[src/rtl/ipml_prefetch_rd_engine_v2_0_pkg.sv]
// Shared helpers for the ipml read-side prefetch engine: width math and the
// RAM_LAT/PF_DEPTH legality rule used at elaboration.
package ipml_prefetch_rd_engine_v2_0_pkg;

  localparam int RAM_LAT_MAX = 3;

  function automatic int clog2(input int v);
    int r;
    r = 0;
    while ((1 << r) < v) r++;
    return r;
  endfunction

  // Skid must cover a full RAM round trip or the stream develops bubbles.
  function automatic bit cfg_legal(input int lat, input int depth);
    return (lat >= 1) && (lat <= RAM_LAT_MAX) && (depth >= 2) &&
           ((depth & (depth - 1)) == 0) && (depth >= lat + 1);
  endfunction

endpackage

[src/rtl/ipml_prefetch_rd_engine_v2_0_skid.sv]
// Register-based circular skid buffer; head word is presented combinationally.
module ipml_prefetch_skid_fifo
  import ipml_prefetch_rd_engine_v2_0_pkg::*;
#(
  parameter int DATA_W   = 32,
  parameter int PF_DEPTH = 4,
  parameter int CNT_W    = clog2(PF_DEPTH + 1)
) (
  input  logic              rd_clk,
  input  logic              rd_rst,
  input  logic              push,
  input  logic [DATA_W-1:0] din,
  input  logic              pop,
  input  logic              clr,
  output logic [DATA_W-1:0] dout,
  output logic              vld,
  output logic [CNT_W-1:0]  count
);
  localparam int PW = clog2(PF_DEPTH);

  logic [DATA_W-1:0] mem_q [PF_DEPTH];
  logic [PW-1:0]     wp_q, rp_q;
  logic [CNT_W-1:0]  count_q, count_d;
  logic              pop_ok;

  assign pop_ok  = pop & vld;
  assign count_d = count_q + CNT_W'(push) - CNT_W'(pop_ok);

  always_ff @(posedge rd_clk or posedge rd_rst) begin
    if (rd_rst) begin
      wp_q    <= '0;
      rp_q    <= '0;
      count_q <= '0;
      for (int i = 0; i < PF_DEPTH; i++) mem_q[i] <= '0;
    end else if (clr) begin
      wp_q    <= '0;
      rp_q    <= '0;
      count_q <= '0;
    end else begin
      if (push) begin
        mem_q[wp_q] <= din;
        wp_q        <= wp_q + PW'(1);
      end
      if (pop_ok) rp_q <= rp_q + PW'(1);
      count_q <= count_d;
    end
  end

  assign dout  = mem_q[rp_q];
  assign vld   = (count_q != '0);
  assign count = count_q;

endmodule

[src/rtl/ipml_prefetch_rd_engine_v2_0.sv]
// Read-side prefetch: credit-limited RAM read issue, latency-matched return
// pipe and an FWFT skid toward the consumer, with synchronous flush.
module ipml_prefetch_rd_engine_v2_0
  import ipml_prefetch_rd_engine_v2_0_pkg::*;
#(
  parameter int DATA_W   = 32,
  parameter int RAM_LAT  = 1,
  parameter int PF_DEPTH = 4,
  parameter int CNT_W    = clog2(PF_DEPTH + 1)
) (
  input  logic              rd_clk,
  input  logic              rd_rst,
  input  logic              ram_empty,
  output logic              ram_rd_en,
  input  logic [DATA_W-1:0] ram_rd_data,
  input  logic              flush,
  input  logic              rd_en,
  output logic [DATA_W-1:0] rd_data,
  output logic              rd_vld,
  output logic [CNT_W-1:0]  pf_count
);
  if (!cfg_legal(RAM_LAT, PF_DEPTH)) begin : g_bad_cfg
    $error("ipml_prefetch_rd_engine_v2_0: illegal RAM_LAT/PF_DEPTH combination");
  end

  logic [RAM_LAT-1:0] vld_pipe_q, vld_pipe_d;
  logic [CNT_W-1:0]   inflight;
  logic [CNT_W+1:0]   credit_use;
  logic               pop, push;

  assign pop = rd_vld & rd_en;

  always_comb begin
    inflight = '0;
    for (int i = 0; i < RAM_LAT; i++) inflight = inflight + CNT_W'(vld_pipe_q[i]);
  end

  // Words held plus words still in the RAM pipe, less the one leaving now.
  assign credit_use = (CNT_W+2)'(pf_count) + (CNT_W+2)'(inflight) - (CNT_W+2)'(pop);
  assign ram_rd_en  = ~rd_rst & ~ram_empty & ~flush & (credit_use < (CNT_W+2)'(PF_DEPTH));

  always_comb begin
    vld_pipe_d    = vld_pipe_q << 1;
    vld_pipe_d[0] = ram_rd_en;
  end

  always_ff @(posedge rd_clk or posedge rd_rst) begin
    if (rd_rst)     vld_pipe_q <= '0;
    else if (flush) vld_pipe_q <= '0;
    else            vld_pipe_q <= vld_pipe_d;
  end

  assign push = vld_pipe_q[RAM_LAT-1];

  ipml_prefetch_skid_fifo #(
    .DATA_W   (DATA_W),
    .PF_DEPTH (PF_DEPTH),
    .CNT_W    (CNT_W)
  ) u_skid (
    .rd_clk (rd_clk),
    .rd_rst (rd_rst),
    .push   (push),
    .din    (ram_rd_data),
    .pop    (pop),
    .clr    (flush),
    .dout   (rd_data),
    .vld    (rd_vld),
    .count  (pf_count)
  );

endmodule

[config.mk]
export PLATFORM = sky130hd
export DESIGN_NAME = ipml_prefetch_rd_engine_v2_0
export DESIGN_NICKNAME = d
export VERILOG_FILES = /design/src/rtl/ipml_prefetch_rd_engine_v2_0_pkg.sv /design/src/rtl/ipml_prefetch_rd_engine_v2_0_skid.sv /design/src/rtl/ipml_prefetch_rd_engine_v2_0.sv
export SDC_FILE = /design/constraint.sdc
export NUM_CORES = 1
export LEC_CHECK = 0
export BUFFER_PORTS_ARGS = -buffer_cell sky130_fd_sc_hd__buf_2
export CAP_MARGIN = 30
export CORE_MARGIN = 5
export CORE_UTILIZATION = 35
export CTS_CLUSTER_SIZE = 30
export DETAILED_ROUTE_END_ITERATION = 6
export HOLD_SLACK_MARGIN = 0.06
export PLACE_DENSITY = 0.64
export SETUP_SLACK_MARGIN = 0.5
export SYNTH_ARGS = -nofsm -noshare
export SYNTH_HDL_FRONTEND = slang
export SYNTH_SLANG_ARGS = --single-unit
[constraint.sdc]
create_clock -name rd_clk -period 5.68 [get_ports rd_clk]
set_clock_uncertainty 0.05 [all_clocks]
set_input_delay 0.852 -clock rd_clk [delete_from_list [all_inputs] [get_ports rd_clk]]
set_output_delay 0.852 -clock rd_clk [all_outputs]
set_load 0.02 [all_outputs]
**Word level (Yosys, flattened, before mapping)**

Index checks and enable logic that the tools add are counted.

- Bits in registers: 136
- Bits of input ports: 37
- Word-level logic and storage cells: 45

- Add/sub/neg operators: 6
- Magnitude comparators: 4
- Mux-type cells: 12
- Bitwise gates (word level): 10
- Reductions and logical operators: 5

Operators by type and width:

| cell | number |
|---|---|
| $bwmux W128 | 1 |
| $mux W32 | 3 |
| $bmux W32 S2 | 1 |
| $demux W32 S2 | 1 |
| $mux W2 | 4 |
| $ge A3 B3 Y1 const B | 2 |
| $not A2 Y3 | 2 |
| $and A1 B1 Y1 | 5 |
| $lt A5 B3 Y1 const B | 1 |
| $sub A4 B1 Y5 | 1 |
| $add A2 B1 Y2 const B | 2 |
| $add A3 B1 Y4 | 1 |
| $reduce_bool A2 Y1 | 2 |
| $add A3 B1 Y3 | 1 |
| $lt A3 B1 Y1 const B | 1 |
| $mux W3 | 1 |
| $not A1 Y1 | 3 |
| $reduce_bool A3 Y1 | 1 |
| $sub A3 B1 Y3 | 1 |
| $reduce_and A2 Y1 | 1 |
| $logic_and A1 B1 Y1 | 1 |
| $mux W1 | 1 |

**Depth between registers and ports, before layout**

- Depth in word-level cells: 6
- Gate-level depth with buffers: 7
- Mapped depth without buffers: 7

**Cells and area by module**

Synthesis repeated with hierarchy kept, for this count alone.

- Cells, all modules: 371
- Area, all modules: 6,258.5 um^2

Modules (own cells, without submodules):

| module | times used | cells an instance | area each (um^2) | sequential area each (um^2) |
|---|---|---|---|---|
| ipml_prefetch_skid_fifo | 1 | 351 | 6,073.3 | 3,378.2 |
| ipml_prefetch_rd_engine_v2_0 | 1 | 20 | 185.2 | 25.0 |

**Worst setup path before layout**

No wires, ideal clock.

- Kind: input-to-output
- Start: input rd_en
- End: output ram_rd_en
- Arrival: 2.341 ns
- Required time: 4.778 ns
- Setup slack: 2.437 ns
- Cell stages on the path: 7
- Path through: o31a_1 > ha_1 > inv_1 > ha_1 > fa_1 > xor2_1 > and4b_1

- Longest elaborated chain between the ends: 4

Ends and longest elaborated chain:

| what | RTL line | RTL |
|---|---|---|
| start, declared | ipml_prefetch_rd_engine_v2_0.sv:17 | `input logic rd_en,` |
| $and A1 B1 Y1 | ipml_prefetch_rd_engine_v2_0.sv:31 | `assign pop = rd_vld & rd_en;` |
| $sub A4 B1 Y5 | ipml_prefetch_rd_engine_v2_0.sv:39 | `assign credit_use = (CNT_W+2)'(pf_count) + (CNT_W+2)'(inflight) - (CNT_W+2)'(pop);` |
| $lt A5 B3 Y1 | ipml_prefetch_rd_engine_v2_0.sv:40 | `assign ram_rd_en = ~rd_rst & ~ram_empty & ~flush & (credit_use < (CNT_W+2)'(PF_DEPTH));` |
| $and A1 B1 Y1 | ipml_prefetch_rd_engine_v2_0.sv:40 |  |
| end, declared | ipml_prefetch_rd_engine_v2_0.sv:14 | `output logic ram_rd_en,` |

No other way between the ends.

**Worst setup path in the final report**

- Start: register u_skid.count_q[1] (netlist: u_skid.count[1])
- End: output ram_rd_en

- Longest elaborated chain between the ends: 5
- Elaborated cells between the ends (all ways): 6
- Those cells by class: add/sub: 2; order compare: 1; bitwise: 2; reduce/logical: 1

Ends and longest elaborated chain:

| what | RTL line | RTL |
|---|---|---|
| start, declared | ipml_prefetch_rd_engine_v2_0_skid.sv:23 | `logic [CNT_W-1:0] count_q, count_d;` |
| start signal, assigned | ipml_prefetch_rd_engine_v2_0_skid.sv:45 | `count_q <= count_d;` |
| branches (longest 2 deep; another with $add A3 B1 Y4) | n/a |  |
| $sub A4 B1 Y5 * | ipml_prefetch_rd_engine_v2_0.sv:39 |  |
| $lt A5 B3 Y1 * | ipml_prefetch_rd_engine_v2_0.sv:40 |  |
| $and A1 B1 Y1 * | ipml_prefetch_rd_engine_v2_0.sv:40 |  |

Mark *: on every way between the ends.

==> impl_metrics.csv <==
group,metric,value,unit
power_and_ir_drop,pwr_density_cell,455,nW/um^2
final_layout,areaGrowthSynthToFinish,17.0,%
worst_setup_path,critPathMaxFanout,5,
final_layout,num-fill-cells,1635,
route,vias,3322,
final_layout,utilization,41.4,%
yosys,synthesis.nets,409,
global_routing,first_global_vias,3854,
worst_setup_path,crit_chain,"o31a_1, ha_1, inv_1, ha_1, fa_1, xor2_1, and4b_1, buf_2",
die,io_pins,74,
clock_network,cts_setup_buffers,0,
global_routing,antenna_found_initial,1,
worst_setup_path,cpMostUsedCell,"ha_1",
worst_setup_path,cp-end-kind,"output port",
yosys,synth_fa_ha_area_share,2.02,%
die,rows,50,
yosys,synth_top_family_by_area,"multiplexers",
route,firstDrtPassIters,4,
yosys,syn_area,6580,um^2
final_layout,seq_area,3410,um^2
yosys,yosys.area_share.simple,2.07,%
timing,min_period,3580,ps
yosys,synth_xor_xnor_area_share,0.532,%
die,dieWidth,147,um
outcome,outcome,"finished, final reports clean",
die,die_area,21600,um^2
die,initial_core_util,35.4,%
clock_network,cts_buffer_depth,2,
worst_setup_path,rrSetupSlack,3450,ps
worst_setup_path,reg2reg_from,"u_skid.count[1]",
yosys,synth_cell_types,24,
global_routing,grt_pass1_wl,21500,um
worst_setup_path,slowest_stage,"dfrtp_1",
placement,post-dp-hpwl,8010,um
route,vias_per_cell,4.87,
die,core,18600,um^2
worst_hold_path,min_path_cells,1,
job,max_cap_viol_count,0,
yosys,ys_ff_latch,136,
clock_network,clkTransAtPathRegs,60,ps
final_layout,layout-drive-gt1-share,60.7,%
worst_hold_path,min_from,"u_skid.mem_q[30]",
clock_network,clockRootBuffer,"clkbuf_16",
placement,gp_congestion,0.757,
power_and_ir_drop,ir_worst_vdd,0.197,mV
worst_setup_path,worst_ep_arrival_time,2670,ps
clock_network,cts_tree,"yes",
global_routing,grt_max_degree,70,
timing,rsz0062_at_grt,"no",
worst_setup_path,reg2reg_to,"push",
route,final_antenna_net_count,0,
worst_setup_path,max_stage_delay,420,ps
yosys,seq_area_frac_synth,51.7,%
yosys,synthCells,362,
clock_network,cts_max_level,4,
yosys,syn_avg_cell_area,18.2,um^2
final_layout,nets,483,
timing,tns,0,ps
timing,hold_viol_final,0,
worst_setup_path,rr_worst_depth,7,
global_routing,track_usage,12.8,%
clock_network,insertion_delay,410,ps
clock_network,cts_sinks,136,
worst_setup_path,start_kind,"register",
power_and_ir_drop,p_leak,4.04,nW
clock_network,hold_buffers,0,
final_layout,num_antenna_cells,0,
timing,tightest_slew,857,ps
timing,finalSetupViolCount,0,
clock_network,ctsResizeCount,0,
yosys,synth.mux.area_fraction,39.9,%
clock_network,cts_made_buffers,17,
worst_setup_path,worst-setup-path-type,"reg2out",
worst_setup_path,required,4780,ps
worst_hold_path,hold_path_class,"reg2reg",
timing,final_max_slew_viol_count,0,
global_routing,grt-ovfl-total,0,
placement,portBuffers,73,
route,wl_per_cell,19.4,um
yosys,yosys_warnings,0,
timing,holdWs,451,ps
final_layout,multiInputGateArea,2950,um^2
route,dr.first_iter.drc_count,182,
yosys,synth-compound-area-share,0.342,%
route,wirelength,13200,um
timing,finalCritPeriodShare,63.0,%
worst_hold_path,whs_endpoint,"u_skid.mem_q[30]",
timing,fmax,0.280,GHz
route,drc,0,
die,die_y,147,um
timing,slew-limit-headroom,42.9,%
[critical path: cells and delay by family, from the launching register on]
kind,cells,cell delay (ps)
xor+xnor,1,230
compound gates,1,330
simple gates,1,220
buf+inv,2,190
fa+ha+maj,3,870
flops,1,420
[how the worst max path moves through the flow]
stage / from / end / slack (ps) / depth (start not counted)
5_1_grt: u_skid.count[0] / ram_rd_en / 1950 / 8
3_5_place_dp: rd_en / ram_rd_en / 2170 / 9
3_3_place_gp: rd_en / ram_rd_en / 2250 / 9
4_1_cts: u_skid.count[0] / ram_rd_en / 2070 / 8
2_1_floorplan: rd_rst / push / 1140 / 1
6_report: u_skid.count[1] / ram_rd_en / 2100 / 8
[area by class of cell]
type / count / area share, %
clock buffer: 21 / 5.85
timing repair buffer: 76 / 5.20
sequential: 136 / 44.2
inverter: 8 / 0.455
tap: 234 / 3.80
multi-input combinational: 197 / 38.3
clock inverter: 10 / 2.18
[stage by stage]
step | cells | worst slack, ps | area [um^2] | power (mW)
5_1_grt | 682 | 1950 | 7700 | 3.68
4_1_cts | 682 | 2070 | 7700 | 3.56
6_report | 682 | 2100 | 7700 | 3.50
2_1_floorplan | 362 | 1140 | 6580 | 2.07
3_5_place_dp | 651 | 2170 | 7080 | 2.37
3_3_place_gp | 650 | 2250 | 7060 | 2.33
[cell usage in the layout, fill, tap and decap left out, types with 6 or more instances in the layout]
cell and count:
clkbuf_16 17, inv_1 7, dfrtp_1 134, mux2_2 8
mux4_2 32, nor2_1 6, ha_1 9, buf_2 73
mux2_4 120
[kinds of logic after synthesis]
logic type / Yosys count
mux: 161
flops: 136
buf+inv: 29
simple gates: 19
fa+ha+maj: 10
xor+xnor: 4
compound gates: 3
[where the power goes]
group	total (mW)	internal [mW]	switching, mW
sequential	1.27	1.14	0.129
combinational	1.06	0.565	0.499
clock	1.17	0.749	0.422
[cells in the mapped netlist (all sizes together)]
cell | count | share of area (%)
nand3 | 2 | 0.15
ha | 9 | 1.7
xnor2 | 2 | 0.27
xor2 | 2 | 0.27
nand3b | 1 | 0.11
mux2i | 1 | 0.15
o31a | 1 | 0.13
nor3 | 1 | 0.076
o311ai | 1 | 0.13
and4b | 2 | 0.30
mux4 | 32 | 11
a21oi | 1 | 0.076
mux2 | 128 | 29
dfrtp | 136 | 52
inv | 8 | 0.46
fa | 1 | 0.30
buf | 21 | 3.0
nor2b | 3 | 0.40
nand2 | 4 | 0.68
nor2 | 6 | 0.34
[routing by layer]
metal | share of wire (%) | track usage (%) | up-vias
met5 | 0.053 | 0 | -
met4 | 1.2 | 3.68 | 2
met2 | 48 | 20.0 | 65
met3 | 4.4 | 4.50 | 11
met1 | 46 | 17.1 | 1774
li1 | - | - | 1470
[flip-flops by register name (all words and copies together) (netlist names)]
name	cells
push	1
u_skid.count	3
u_skid.mem_q	128
u_skid.rp_q	2
u_skid.wp_q	2
(Power assumes the default switching activity.)
